`src/rtl/cvw.sv`:
```
// Shared package: default-subordinate state encoding and error-cause codes
// used by the AHB-Lite response multiplexer and its default subordinate.
package cvw;

    // Default-subordinate states. OKAY passes the bus through, while ERR1
    // and ERR2 form the two-cycle ERROR response.
    typedef enum logic [1:0] {
        DS_OKAY = 2'b00,
        DS_ERR1 = 2'b01,
        DS_ERR2 = 2'b10
    } defSubStateT;

    // ErrCause bit patterns. A value of 2'b11 means both an unmapped access
    // and a timeout have been seen since the last clear.
    localparam logic [1:0] ERR_CAUSE_NONE     = 2'b00;
    localparam logic [1:0] ERR_CAUSE_UNMAPPED = 2'b01;
    localparam logic [1:0] ERR_CAUSE_TIMEOUT  = 2'b10;

endpackage

```
`src/rtl/ahb_default_sub.sv`:
```
// Default subordinate. It answers unmapped NONSEQ/SEQ transfers with a
// two-cycle ERROR response, watches for subordinates that stall the bus too
// long, and keeps a sticky record of the first error address and the causes.
module ahb_default_sub #(
    parameter int AW  = 34,
    parameter int TOW = 8
) (
    input  logic          hclk_i,
    input  logic          reset_i,
    input  logic          hready_i,
    input  logic          noneNext_i,
    input  logic [AW-1:0] haddr_i,
    input  logic          stalled_i,
    input  logic          errClear_i,
    output logic          hready_o,
    output logic          hresp_o,
    output logic          errIntr_o,
    output logic [1:0]    errCause_o,
    output logic [AW-1:0] errAddr_o
);
    import cvw::*;

    localparam logic [TOW-1:0] TO_MAX  = '1;
    localparam logic [TOW-1:0] TO_LAST = TO_MAX - 1'b1;

    defSubStateT    state_q;
    logic           hready_q;
    logic           hresp_q;
    logic [AW-1:0]  shadowAddr_q;
    logic [AW-1:0]  shadowAddr_d;
    logic [TOW-1:0] toCount_q;
    logic [TOW-1:0] toCount_d;
    logic           errIntr_q;
    logic           errIntr_d;
    logic [1:0]     errCause_q;
    logic [1:0]     errCause_d;
    logic [AW-1:0]  errAddr_q;
    logic [AW-1:0]  errAddr_d;
    logic           unmappedHit;
    logic           timeoutHit;

    // An unmapped transfer is only accepted when the address phase completes.
    assign unmappedHit = hready_i & noneNext_i;

    // The timeout fires once, on the edge where the stall counter would
    // reach all-ones; saturation keeps it from firing again.
    assign timeoutHit = stalled_i & (toCount_q == TO_LAST);

    // Error-response FSM; the bus outputs are registered alongside the state
    // so ERR1 presents a wait state with ERROR and ERR2 completes it.
    always_ff @(posedge hclk_i) begin
        if (reset_i) begin
            state_q  <= DS_OKAY;
            hready_q <= 1'b1;
            hresp_q  <= 1'b0;
        end else begin
            case (state_q)
                DS_OKAY: begin
                    if (unmappedHit) begin
                        state_q  <= DS_ERR1;
                        hready_q <= 1'b0;
                        hresp_q  <= 1'b1;
                    end else begin
                        state_q  <= DS_OKAY;
                        hready_q <= 1'b1;
                        hresp_q  <= 1'b0;
                    end
                end
                DS_ERR1: begin
                    state_q  <= DS_ERR2;
                    hready_q <= 1'b1;
                    hresp_q  <= 1'b1;
                end
                DS_ERR2: begin
                    if (unmappedHit) begin
                        state_q  <= DS_ERR1;
                        hready_q <= 1'b0;
                        hresp_q  <= 1'b1;
                    end else begin
                        state_q  <= DS_OKAY;
                        hready_q <= 1'b1;
                        hresp_q  <= 1'b0;
                    end
                end
                default: begin
                    state_q  <= DS_OKAY;
                    hready_q <= 1'b1;
                    hresp_q  <= 1'b0;
                end
            endcase
        end
    end

    // Shadow address follows HADDR whenever an address phase is accepted.
    always_comb begin
        shadowAddr_d = shadowAddr_q;
        if (hready_i) begin
            shadowAddr_d = haddr_i;
        end
    end

    // Stall counter: counts wait states of a selected subordinate, clears on
    // any completed cycle and saturates at all-ones.
    always_comb begin
        toCount_d = toCount_q;
        if (hready_i) begin
            toCount_d = '0;
        end else if (stalled_i && (toCount_q != TO_MAX)) begin
            toCount_d = toCount_q + 1'b1;
        end
    end

    // Sticky error capture. The clear is applied first so an error arriving
    // in the same cycle survives and records its own address. The unmapped
    // capture uses the shadow value being loaded on this edge, which is the
    // address of the transfer that is entering ERR1.
    always_comb begin
        errIntr_d  = errIntr_q;
        errCause_d = errCause_q;
        errAddr_d  = errAddr_q;
        if (errClear_i) begin
            errIntr_d  = 1'b0;
            errCause_d = ERR_CAUSE_NONE;
            errAddr_d  = '0;
        end
        if (unmappedHit) begin
            if (!errIntr_d) begin
                errAddr_d = shadowAddr_d;
            end
            errIntr_d  = 1'b1;
            errCause_d = errCause_d | ERR_CAUSE_UNMAPPED;
        end
        if (timeoutHit) begin
            if (!errIntr_d) begin
                errAddr_d = shadowAddr_q;
            end
            errIntr_d  = 1'b1;
            errCause_d = errCause_d | ERR_CAUSE_TIMEOUT;
        end
    end

    // Register the shadow address, stall counter and error record.
    always_ff @(posedge hclk_i) begin
        if (reset_i) begin
            shadowAddr_q <= '0;
            toCount_q    <= '0;
            errIntr_q    <= 1'b0;
            errCause_q   <= ERR_CAUSE_NONE;
            errAddr_q    <= '0;
        end else begin
            shadowAddr_q <= shadowAddr_d;
            toCount_q    <= toCount_d;
            errIntr_q    <= errIntr_d;
            errCause_q   <= errCause_d;
            errAddr_q    <= errAddr_d;
        end
    end

    assign hready_o   = hready_q;
    assign hresp_o    = hresp_q;
    assign errIntr_o  = errIntr_q;
    assign errCause_o = errCause_q;
    assign errAddr_o  = errAddr_q;

endmodule

```
`src/rtl/ahb_resp_mux.sv`:
```
// AHB-Lite response multiplexer. It tracks which subordinate owns the data
// phase and steers that subordinate's response back to the manager, and it
// falls back to the default subordinate for idle or unmapped transfers.
module ahb_resp_mux #(
    parameter int NS  = 8,
    parameter int DW  = 64,
    parameter int AW  = 34,
    parameter int TOW = 8
) (
    input  logic             HCLK,
    input  logic             reset,
    input  logic [AW-1:0]    HADDR,
    input  logic [1:0]       HTRANS,
    input  logic [NS-1:0]    HSEL,
    input  logic [NS*DW-1:0] HRDATAS,
    input  logic [NS-1:0]    HREADYOUTS,
    input  logic [NS-1:0]    HRESPS,
    output logic [DW-1:0]    HRDATA,
    output logic             HREADY,
    output logic             HRESP,
    output logic [NS-1:0]    HSELD,
    output logic             ErrIntr,
    output logic [AW-1:0]    ErrAddr,
    output logic [1:0]       ErrCause,
    input  logic             ErrClear
);

    logic [NS-1:0] hselData_q;
    logic          noneData_q;
    logic          noneData_d;
    logic          defReady;
    logic          defResp;
    logic          stalled;
    logic [DW-1:0] muxData;
    logic          muxReady;
    logic          muxResp;
    logic          unusedTransBit;

    // HTRANS[0] only separates NONSEQ from SEQ and IDLE from BUSY; neither
    // distinction matters to the response path.
    assign unusedTransBit = HTRANS[0];

    // Unmapped active transfer: no select with NONSEQ or SEQ.
    assign noneData_d = (HSEL == '0) & HTRANS[1];

    // Data-phase ownership advances only when the previous transfer completes.
    always_ff @(posedge HCLK) begin
        if (reset) begin
            hselData_q <= '0;
            noneData_q <= 1'b0;
        end else if (HREADY) begin
            hselData_q <= HSEL;
            noneData_q <= noneData_d;
        end
    end

    // AND-OR mux over the data-phase selects; with a legal one-hot select it
    // picks a single subordinate, with an illegal multi-hot select it ORs them.
    always_comb begin
        muxData  = '0;
        muxReady = 1'b0;
        muxResp  = 1'b0;
        for (int i = 0; i < NS; i++) begin
            if (hselData_q[i]) begin
                muxData  = muxData | HRDATAS[i*DW +: DW];
                muxReady = muxReady | HREADYOUTS[i];
                muxResp  = muxResp | HRESPS[i];
            end
        end
    end

    // Final response choice: a selected subordinate, the default subordinate
    // for an unmapped transfer, or an immediate OKAY for IDLE/BUSY.
    always_comb begin
        HRDATA = '0;
        HREADY = 1'b1;
        HRESP  = 1'b0;
        if (hselData_q != '0) begin
            HRDATA = muxData;
            HREADY = muxReady;
            HRESP  = muxResp;
        end else if (noneData_q) begin
            HREADY = defReady;
            HRESP  = defResp;
        end
    end

    // A selected subordinate holding the bus in a wait state.
    assign stalled = (hselData_q != '0) & ~HREADY;

    ahb_default_sub #(
        .AW  (AW),
        .TOW (TOW)
    ) u_default_sub (
        .hclk_i     (HCLK),
        .reset_i    (reset),
        .hready_i   (HREADY),
        .noneNext_i (noneData_d),
        .haddr_i    (HADDR),
        .stalled_i  (stalled),
        .errClear_i (ErrClear),
        .hready_o   (defReady),
        .hresp_o    (defResp),
        .errIntr_o  (ErrIntr),
        .errCause_o (ErrCause),
        .errAddr_o  (ErrAddr)
    );

    assign HSELD = hselData_q;

endmodule

```
`config.mk`:
```
export PLATFORM = sky130hd
export DESIGN_NAME = ahb_resp_mux
export DESIGN_NICKNAME = d
export VERILOG_FILES = /design/src/rtl/cvw.sv /design/src/rtl/ahb_default_sub.sv /design/src/rtl/ahb_resp_mux.sv
export SDC_FILE = /design/constraint.sdc
export NUM_CORES = 1
export LEC_CHECK = 0
export ABC_AREA = 1
export CAP_MARGIN = 10
export CORE_AREA = 8 8 261 263
export DETAILED_ROUTE_END_ITERATION = 7
export DIE_AREA = 0 0 269 271
export GPL_TIMING_DRIVEN = 0
export PLACE_DENSITY = 0.5
export SLEW_MARGIN = 15
export SYNTH_ARGS = -nofsm -noshare
export SYNTH_HDL_FRONTEND = slang
export SYNTH_SLANG_ARGS = --single-unit
export TNS_END_PERCENT = 50
```
`constraint.sdc`:
```
create_clock -name HCLK -period 3.1 [get_ports HCLK]
set_input_delay 0.62 -clock HCLK [delete_from_list [all_inputs] [get_ports HCLK]]
set_output_delay 0.62 -clock HCLK [all_outputs]
set_load 0.01 [all_outputs]
```
Yosys cells after proc, flatten, opt, wreduce, memory -nomap -nowiden
Cells that the tools add are included.
{ "op_classes": {"add_sub_neg": 1, "multipliers": 0, "div": 0, "magnitude_cmp": 0, "n_eq_ne": 4, "shifts": 0, "muxes": 46, "n_bitwise": 27, "n_reduce_logical": 7} }
{ "op_table": {"columns": ["op", "n"], "rows": [
  ["two-way mux 64 bit", 9],
  ["bitwise OR 64 bit", 7],
  ["two-way mux 34 bit", 6],
  ["two-way mux 1 bit", 27],
  ["bitwise OR 1 bit", 14],
  ["adder 8 x 1 -> 8 bit, second input constant", 1],
  ["== test 8 bit, second input constant", 1],
  ["zero test 8 bit", 1],
  ["inequality test 8 bit, second input constant", 1],
  ["nonzero test 8 bit", 1],
  ["OR reduction 2 bit", 3],
  ["bitwise AND 1 bit", 4],
  ["two-way mux 2 bit", 2],
  ["one-hot mux 2 bit (2 select lines)", 1],
  ["== test 2 x 1 -> 1 bit, second input constant", 1],
  ["== test 2 bit, second input constant", 1],
  ["zero test 2 bit", 1],
  ["inverter 1 bit", 2],
  ["one-hot mux 1 bit (2 select lines)", 1],
  ["logical AND 1 bit", 1]
]} }
{ "totals": {"ff_bits": 92, "latchBits": 0, "mem_bits_rw": 0, "rom_bits": 0, "input_bits": 575, "output_inout_bits": 111, "elab_cells": 95, "memories": 0} }

Logic depth before layout (Yosys ltp)
Gate-level depths: netlist of the first run.
{ "depth": {"ltp_word": 21, "depth_mapped": 14, "depth_no_buf": 12} }

Modules after synthesis
A second synthesis of the first run with hierarchy kept.
{ "hier_totals": {"hier_cells": 1291, "area_unflattened_um2": 7624.8} }
{ "by_module_without_submodules": {"columns": ["module", "n_inst", "cells_per_inst", "area_per_inst_um2"], "rows": [
  ["ahb_default_sub", 1, 605, 3834.9],
  ["ahb_resp_mux", 1, 686, 3789.9]
]} }

Least setup slack after synthesis of the first run
OpenSTA, ideal clock, no wires.
{ "synth_path": {"kind": "input port to output port", "startpoint": "in HREADYOUTS[3]", "endpoint": "out HREADY", "t_arrival_ns": 1.559, "t_required_ns": 2.480, "slack_ns": 0.921, "stages": 9, "path_buffers": 3, "path_cell_list": "nand2_1 > nand2_1 > inv_1 > nand2_1 > nor2_4 > nand2_4 > buf_6 > buf_4 > buf_2"} }
{ "synth_between": {"elab_chain_cells": 11} }
{ "synth_lines": {"columns": ["item", "line", "text"], "rows": [
  ["start, declared", "ahb_resp_mux.sv:16", "input logic [NS-1:0] HREADYOUTS,"],
  ["bitwise OR 1 bit *", "ahb_resp_mux.sv:66", "muxReady = muxReady | HREADYOUTS[i];"],
  ["two-way mux 1 bit *", "ahb_resp_mux.sv:64", "if (hselData_q[i]) begin"],
  ["bitwise OR 1 bit", "ahb_resp_mux.sv:66", null],
  ["two-way mux 1 bit *", "ahb_resp_mux.sv:64", null],
  ["bitwise OR 1 bit", "ahb_resp_mux.sv:66", null],
  ["two-way mux 1 bit *", "ahb_resp_mux.sv:64", null],
  ["bitwise OR 1 bit", "ahb_resp_mux.sv:66", null],
  ["two-way mux 1 bit *", "ahb_resp_mux.sv:64", null],
  ["bitwise OR 1 bit", "ahb_resp_mux.sv:66", null],
  ["two-way mux 1 bit *", "ahb_resp_mux.sv:64", null],
  ["two-way mux 1 bit *", "ahb_resp_mux.sv:78", "if (hselData_q != '0) begin"],
  ["end, declared", "ahb_resp_mux.sv:19", "output logic HREADY,"]
]} }
Every way passes the cells marked *; elsewhere a longest branch is shown, timed or not.

Worst setup path after layout of the first run
{ "layout_path": {"startpoint": "reg hselData_q[1] (netlist: HSELD[1])", "endpoint": "out HRDATA[33]"} }
{ "layout_between": {"elab_chain_cells": 14, "word_cells_on_any_way": 15, "classes_between": "mux: 8; bitwise: 6; reduce/logical: 1"} }
{ "layout_lines": {"columns": ["item", "line", "text"], "rows": [
  ["start, declared", "ahb_resp_mux.sv:28", "logic [NS-1:0] hselData_q;"],
  ["start signal, assigned", "ahb_resp_mux.sv:49", "hselData_q <= '0;"],
  ["start signal, assigned", "ahb_resp_mux.sv:52", "hselData_q <= HSEL;"],
  ["two-way mux 64 bit", "ahb_resp_mux.sv:64", null],
  ["bitwise OR 64 bit", "ahb_resp_mux.sv:65", "muxData = muxData | HRDATAS[i*DW +: DW];"],
  ["two-way mux 64 bit", "ahb_resp_mux.sv:64", null],
  ["bitwise OR 64 bit", "ahb_resp_mux.sv:65", null],
  ["two-way mux 64 bit", "ahb_resp_mux.sv:64", null],
  ["bitwise OR 64 bit", "ahb_resp_mux.sv:65", null],
  ["two-way mux 64 bit", "ahb_resp_mux.sv:64", null],
  ["bitwise OR 64 bit", "ahb_resp_mux.sv:65", null],
  ["two-way mux 64 bit", "ahb_resp_mux.sv:64", null],
  ["bitwise OR 64 bit", "ahb_resp_mux.sv:65", null],
  ["two-way mux 64 bit", "ahb_resp_mux.sv:64", null],
  ["bitwise OR 64 bit", "ahb_resp_mux.sv:65", null],
  ["two-way mux 64 bit", "ahb_resp_mux.sv:64", null],
  ["two-way mux 64 bit *", "ahb_resp_mux.sv:78", null],
  ["end, declared", "ahb_resp_mux.sv:18", "output logic [DW-1:0] HRDATA,"]
]} }
Marked as above.

==> results of run 1 <==
==> cell type report <==
class | instances | area (sq um) | share of cell area
timing repair buffer | 684 | 6810 | 0.420
multi-input combinational | 966 | 5020 | 0.310
sequential | 92 | 1860 | 0.115
tap | 855 | 1070 | 0.0660
buffer | 94 | 622 | 0.0384
inverter | 116 | 435 | 0.0269
clock buffer | 13 | 240 | 0.0148
antenna | 32 | 80.1 | 0.00494
clock inverter | 2 | 60.1 | 0.00371
==> sequential cells by signal, indices dropped and copies added (netlist names) <==
| register | cells |
|---|---|
| u_default_sub.errAddr_o | 34 |
| u_default_sub.shadowAddr_q | 34 |
| HSELD | 8 |
| u_default_sub.toCount_q | 8 |
| u_default_sub.errCause_o | 2 |
| u_default_sub.state_q | 2 |
| noneData_q | 1 |
| u_default_sub.errIntr_o | 1 |
| u_default_sub.hready_o | 1 |
| u_default_sub.hresp_o | 1 |
==> power by group through the flow <==
| stage | Sequential, mW | Combinational, mW | Clock [mW] |
|---|---|---|---|
| 3_5_place_dp | 1.72 | 8.82 | 0 |
| 4_1_cts | 1.73 | 8.92 | 1.21 |
| 2_1_floorplan | 1.56 | 3.49 | 0 |
| 6_report | 1.73 | 8.85 | 1.20 |
| 3_3_place_gp | 1.71 | 8.83 | 0 |
| 5_1_grt | 1.75 | 9.41 | 1.25 |
==> timing repair <==
action,in CTS,in global routing
pin swaps,1,0
hold buffers,0,0
endpoints found under the setup margin,66,9
cloned,0,0
gates resized for setup,200,9
==> metrics by stage <==
stage,hold WS (ns),area (sq um),power (mW),util
3_3_place_gp,0.395,15600,10.5,0.243
2_1_floorplan,0.386,7640,5.05,-
4_1_cts,0.411,16100,11.9,0.252
5_1_grt,0.438,16200,12.4,0.253
6_report,0.410,16200,11.8,0.254
3_5_place_dp,0.402,15600,10.5,0.244
==> placed cells by master, fill, tap and decap left out, drive strengths merged, types with 32 or more instances in the layout <==
cell / n
clkdlybuf4s50: 645
nand2: 412
nor2: 148
inv: 114
a221oi: 94
dfxtp: 92
a22o: 88
nand3: 78
clkbuf: 74
a21oi: 55
o21ai: 47
buf: 36
diode: 32
==> path summary, 6_finish.rpt <==
check                                                          from                                      to  slack [ns]  cells after the start
worst max-delay path                          HSELD[1]$_SDFFE_PP0P_                              HRDATA[33]      -0.003                      6
worst min-delay path            u_default_sub.state_q[1]$_SDFF_PP0_     u_default_sub.state_q[1]$_SDFF_PP0_        0.41                      1
worst max register to register   u_default_sub.errIntr_o$_SDFF_PP0_  u_default_sub.errAddr_o[25]$_SDFF_PP0_        0.73                     10
worst min register to register  u_default_sub.state_q[1]$_SDFF_PP0_     u_default_sub.state_q[1]$_SDFF_PP0_        0.41                      1
==> layer usage <==
| metal | vias up | share of wire | global-route usage |
|---|---|---|---|
| li1 | 5760 | - | - |
| met1 | 6048 | 0.36 | 0.264 |
| met2 | 753 | 0.48 | 0.427 |
| met3 | 180 | 0.12 | 0.114 |
| met4 | 42 | 0.031 | 0.0775 |
| met5 | - | 0.0028 | 0 |
==> worst register-to-register path, cell delays in order, from the launching register on <==
cell,delay (ns)
dfxtp_1,0.37
clkbuf_1,0.38
inv_1,0.12
nor2_1,0.30
inv_1,0.14
buf_2,0.24
nand4_4,0.21
buf_2,0.27
nor2_1,0.07
nor2_1,0.10
nor2_1,0.05
==> kinds of logic after synthesis <==
family | count (synthesis) | synth area share
simple gates | 668 | 0.360
flops | 92 | 0.241
fa+ha+maj | 2 | 0.00328
compound gates | 293 | 0.284
xor+xnor | 3 | 0.00344
buf+inv | 210 | 0.108
==> flow_summary_export.csv, run 1 <==
group,metric,value,unit
layout,nets,2540,
layout,fillCellCount,7054,
worst_setup_path,critPathLaunchType,"register",
grt,grt_start_max_net_pins,14,
floorplan,coreArea,63900,sq um
synth,netlist_area,7640,sq um
sta,worst_pin_slew,0.666,ns
status,violations,"setup timing",
sta,period_share,1.00,
sta,final_max_slew_viol_count,0,
floorplan,fp.dieW,269,um
synth,synth_area_leaders,"dfxtp_1 24%, nand2_1 20%, a221oi_1 11%, a22o_1 10%, nor2_1 7.2%",
place,pre_cts_ws,-1.42,ns
worst_setup_path,critical_path_arrival,2.48,ns
clocking,h-tree-depth,3,
place,gp_congestion,1.01,
clocking,path_clk_slew,0.07,ns
sta,period_needed,3.10,ns
grt,grt_pass1_vias,12900,
layout,stdcell_count,2854,
sta,setup_ws,-0.00348,ns
worst_setup_path,required,2.48,ns
power_and_ir_drop,power.density,727,nW/um^2
worst_setup_path,worstSetupEndpointType,"output pin",
power_and_ir_drop,pwr-share-clk,0.102,
detailed_routing,drt-total-wl,95500,um
synth,synth_cells,1268,
sta,relSlewSlack,0.556,
synth,synth_commonest_cells,"409 x nand2_1, 146 x nor2_1, 114 x inv_1, 94 x a221oi_1, 92 x dfxtp_1",
worst_setup_path,cp_max_fo,10,
sta,setup_viol,1,
place,place_inst,2807,
synth,synth_seq_area_share,0.241,
floorplan,fp.dieH,271,um
run,cap_violations,0,
floorplan,rows,93,
place,dp_hpwl,82700,um
synth,yosys.area.top_type,"dfxtp_1",
place,port_buffers,684,
synth,ys_types,34,
clocking,cts_tree,"built",
synth,dominantRegCellSynth,"dfxtp_1",
layout,final_layout_size_suffix_gt1_frac,0.0615,
detailed_routing,wl_per_cell,33.4,um
power_and_ir_drop,leakage,6.58,nW
synth,synthArstFlopShare,0,
power_and_ir_drop,p_comb_frac,0.751,
detailed_routing,drcViolationCount,0,
detailed_routing,vias_per_cell,4.48,
clocking,cts_inserted_buffers,9,
synth,synth_top_area_frac,0.241,
worst_setup_path,path_buf_inv,3,
clocking,clockRootBuffer,"clkbuf_16",
synth,synth_edf_count,0,
worst_setup_path,setup.worst_path.class,"reg2out",
synth,synth_seq_cells,92,
synth,syn-num-nets,1845,
synth,yosys_warnings,0,
worst_setup_path,crit_chain,"clkbuf_8 > buf_2 > a22o_1 > a21oi_1 > nand3_1 > dlygate4sd2_1",
floorplan,io_pins,686,
worst_setup_path,slowest_stage,"dlygate4sd2_1",
layout,area_growth_syn_to_layout,112,%
clocking,clock-sinks,92,
sta,hold_violations,0,
synth,synth_most_common_cell,"nand2_1",
status,status,"finished with violations",
power_and_ir_drop,vdd_drop_max,0.358,mV
clocking,cts_buffer_depth,2,
detailed_routing,vias,12800,
grt,antenna_found_initial,90,
sta,grt_setup_unrepaired,"true",
min_path,hp-class,"reg2reg",
detailed_routing,antenna_left,0,
floorplan,initial_core_util,0.120,
worst_setup_path,crit_family,"buffers and inverters",
sta,fin_skew,0.00833,ns
clocking,insertion_delay,0.36,ns
grt,grt_pass1_wl,121000,um
detailed_routing,first_iter_violations,1134,
grt,grt.overflow.total,0,
power_and_ir_drop,power_frac_seq,0.147,
sta,max_freq,322,MHz
grt,grtUsageTotal,0.247,
power_and_ir_drop,swShare,0.549,
detailed_routing,dr.pass1.iters,5,
power_and_ir_drop,switchingPower,6.47,mW
synth,synth_area_per_cell,6.02,sq um
worst_setup_path,crit_path_max_incr_delay,0.55,ns
sta,setup_tns,-0.00348,ns
floorplan,dieArea,72900,sq um
power_and_ir_drop,internal_power,5.31,mW
clocking,postCtsSetupBuffers,0,
(Power assumes the default switching activity.)
==> run 2: changes to the inputs <==
==> constraint.sdc (replaced) <==
create_clock -name HCLK -period 3.1 [get_ports HCLK]
set_input_delay 0.62 -clock HCLK [delete_from_list [all_inputs] [get_ports HCLK]]
set_output_delay 0.62 -clock HCLK [all_outputs]
set_load 0.05 [all_outputs]
==> run 2 against run 1 <==
- the flow now finishes without violations
- first-iteration DRC count fell by 2.7%
- total power is 14% higher
- setup slack better by 0.0052 ns
- clock-buffer cell count unchanged
- fmax increased by 0.17%
- sequential power hardly changed
- global-route usage barely moved
- via count is 0.36% higher
- worst hold slack about the same
- highest routed layer unchanged
==> flow_summary_export.csv, run 2 (synthesis results as in run 1) <==
group,metric,value,unit
detailed_routing,antenna_left,0,
floorplan,rows,93,
worst_setup_path,r2r_end,"u_default_sub.errAddr_o[25]$_SDFF_PP0_",
power_and_ir_drop,p_total,13.5,mW
sta,period_needed,3.10,ns
grt,grt_pass1_wl,121000,um
clocking,clock-sinks,92,
clocking,cts_buffer_depth,2,
layout,fillCellCount,7080,
detailed_routing,vias_per_cell,4.50,
power_and_ir_drop,p_comb_frac,0.784,
run,cap_violations,0,
sta,worst_pin_slew,0.686,ns
min_path,whs_path_depth,1,
place,pre_cts_ws,-1.69,ns
detailed_routing,vias,12800,
power_and_ir_drop,power.density,841,nW/um^2
sta,relSlewSlack,0.543,
detailed_routing,drt-total-wl,95500,um
sta,setup_ws,0.00173,ns
detailed_routing,drcViolationCount,0,
min_path,min_to,"u_default_sub.state_q[1]$_SDFF_PP0_",
clocking,cts_hold_buf,0,
floorplan,dieArea,72900,sq um
power_and_ir_drop,vdd_drop_max,0.353,mV
place,port_buffers,684,
worst_setup_path,cp_max_fo,10,
min_path,hp-start,"u_default_sub.state_q[1]$_SDFF_PP0_",
power_and_ir_drop,swShare,0.623,
clocking,h-tree-depth,3,
power_and_ir_drop,switchingPower,8.39,mW
power_and_ir_drop,internal_power,5.08,mW
power_and_ir_drop,power_frac_seq,0.127,
layout,final_util,0.251,
layout,final_layout_size_suffix_gt1_frac,0.0843,
floorplan,initial_core_util,0.120,
sta,fin_skew,0.00804,ns
grt,antenna_found_initial,89,
clocking,cts_tree,"built",
sta,final_max_slew_viol_count,0,
layout,area_growth_syn_to_layout,110,%
layout,nets,2542,
sta,setup_viol,0,
min_path,hp-class,"reg2reg",
grt,grt.overflow.total,0,
layout,fin_area,16000,sq um
clocking,insertion_delay,0.37,ns
layout,final_common_cell,"clkdlybuf4s50_1",
worst_setup_path,critPathLaunchType,"register",
clocking,path_clk_slew,0.06,ns
worst_setup_path,setup.worst_path.class,"reg2out",
power_and_ir_drop,leakage,6.54,nW
place,place_area,15600,sq um
grt,grt_start_max_net_pins,14,
sta,hold_violations,0,
status,status,"complete, no violations",
sta,hold_ws,0.410,ns
detailed_routing,dr.pass1.iters,7,
worst_setup_path,required,2.48,ns
grt,grtUsageTotal,0.247,
place,dp_hpwl,82700,um
place,place_inst,2807,
grt,grt_pass1_vias,12900,
place,gp_congestion,1.01,
floorplan,fp.dieH,271,um
sta,setup_tns,0,ns
worst_setup_path,rrSetupSlack,0.73,ns
detailed_routing,first_iter_violations,1103,
clocking,clockRootBuffer,"clkbuf_16",
floorplan,fp.dieW,269,um
worst_setup_path,worstSetupEndpointType,"output pin",
floorplan,io_pins,686,
worst_setup_path,reg2regPathDepth,10,
worst_setup_path,critical_path_arrival,2.48,ns
sta,max_freq,323,MHz
layout,layout_common_cells,"618 x clkdlybuf4s50_1, 409 x nand2_1, 146 x nor2_1",
sta,period_share,0.999,
power_and_ir_drop,pwr-share-clk,0.088,
worst_setup_path,reg2reg_from,"u_default_sub.errIntr_o$_SDFF_PP0_",
detailed_routing,wl_per_cell,33.5,um
clocking,cts_inserted_buffers,9,
floorplan,coreArea,63900,sq um
layout,stdcell_count,2854,
==> run 2: changes by cell type in the layout (fill, tap and decap cells not counted), sizes merged <==
cell           previous run  this run
buf                      36        69
dlygate4sd2              27         4
clkdlybuf4s18             0         2
clkdlybuf4s50           645       618
clkdlybuf4s15             7        26
diode                    32        30
dlymetal6s2s              2         0
==> run 2: what timing repair did <==
item,CTS,global route
endpoints found under the setup margin,66,24
hold endpoints to repair,0,0
setup buffers,0,2
pin swaps,1,1
gates resized for setup,349,34
==> run 2: how the worst max path moves through the flow <==
stage	startpoint	endpoint	slack (ns)	cells after the start
CTS	HREADYOUTS[0]	HREADY	-0.21	11
finish	HSELD[4]$_SDFFE_PP0P_	HRDATA[29]	0.002	5
floorplan	HSELD[4]$_SDFFE_PP0P_	HRDATA[11]	0.59	5
detailed placement	HSELD[1]$_SDFFE_PP0P_	HRDATA[35]	-1.69	5
global placement	HSELD[1]$_SDFFE_PP0P_	HRDATA[16]	-1.89	7
global route	HSELD[4]$_SDFFE_PP0P_	HRDATA[60]	-0.02	5
==> run 2: worst max-delay path, cell delays in order, from the launching register on <==
cell and delay [ns]:
dfxtp_2 0.54, clkbuf_4 0.37, clkbuf_4 0.38, a221oi_1 0.18
nand2_1 0.12, clkdlybuf4s15_1 0.51
==> run 2: layout make-up <==
class,instances,area (sq um),area share
timing repair buffer,686,6720,0.419
tap,855,1070,0.0668
clock inverter,2,60.1,0.00375
inverter,116,435,0.0272
buffer,94,561,0.0350
multi-input combinational,966,5020,0.313
antenna,30,75.1,0.00468
clock buffer,13,240,0.0150
sequential,92,1850,0.116
==> run 2: per-layer routing <==
metal / part of all wire / global-route usage
met1: 0.36 / 0.263
met2: 0.48 / 0.426
met3: 0.13 / 0.116
met4: 0.034 / 0.0807
met5: 0.0028 / 0
==> run 2: power by group through the flow <==
stage / sequential, mW / clock (mW) / combinational, mW
after CTS: 1.71 / 1.21 / 10.7
after global routing: 1.73 / 1.25 / 11.1
final: 1.72 / 1.19 / 10.6
after global placement: 1.71 / 0 / 10.7
after detailed placement: 1.72 / 0 / 10.7
after floorplan: 1.70 / 0 / 5.28
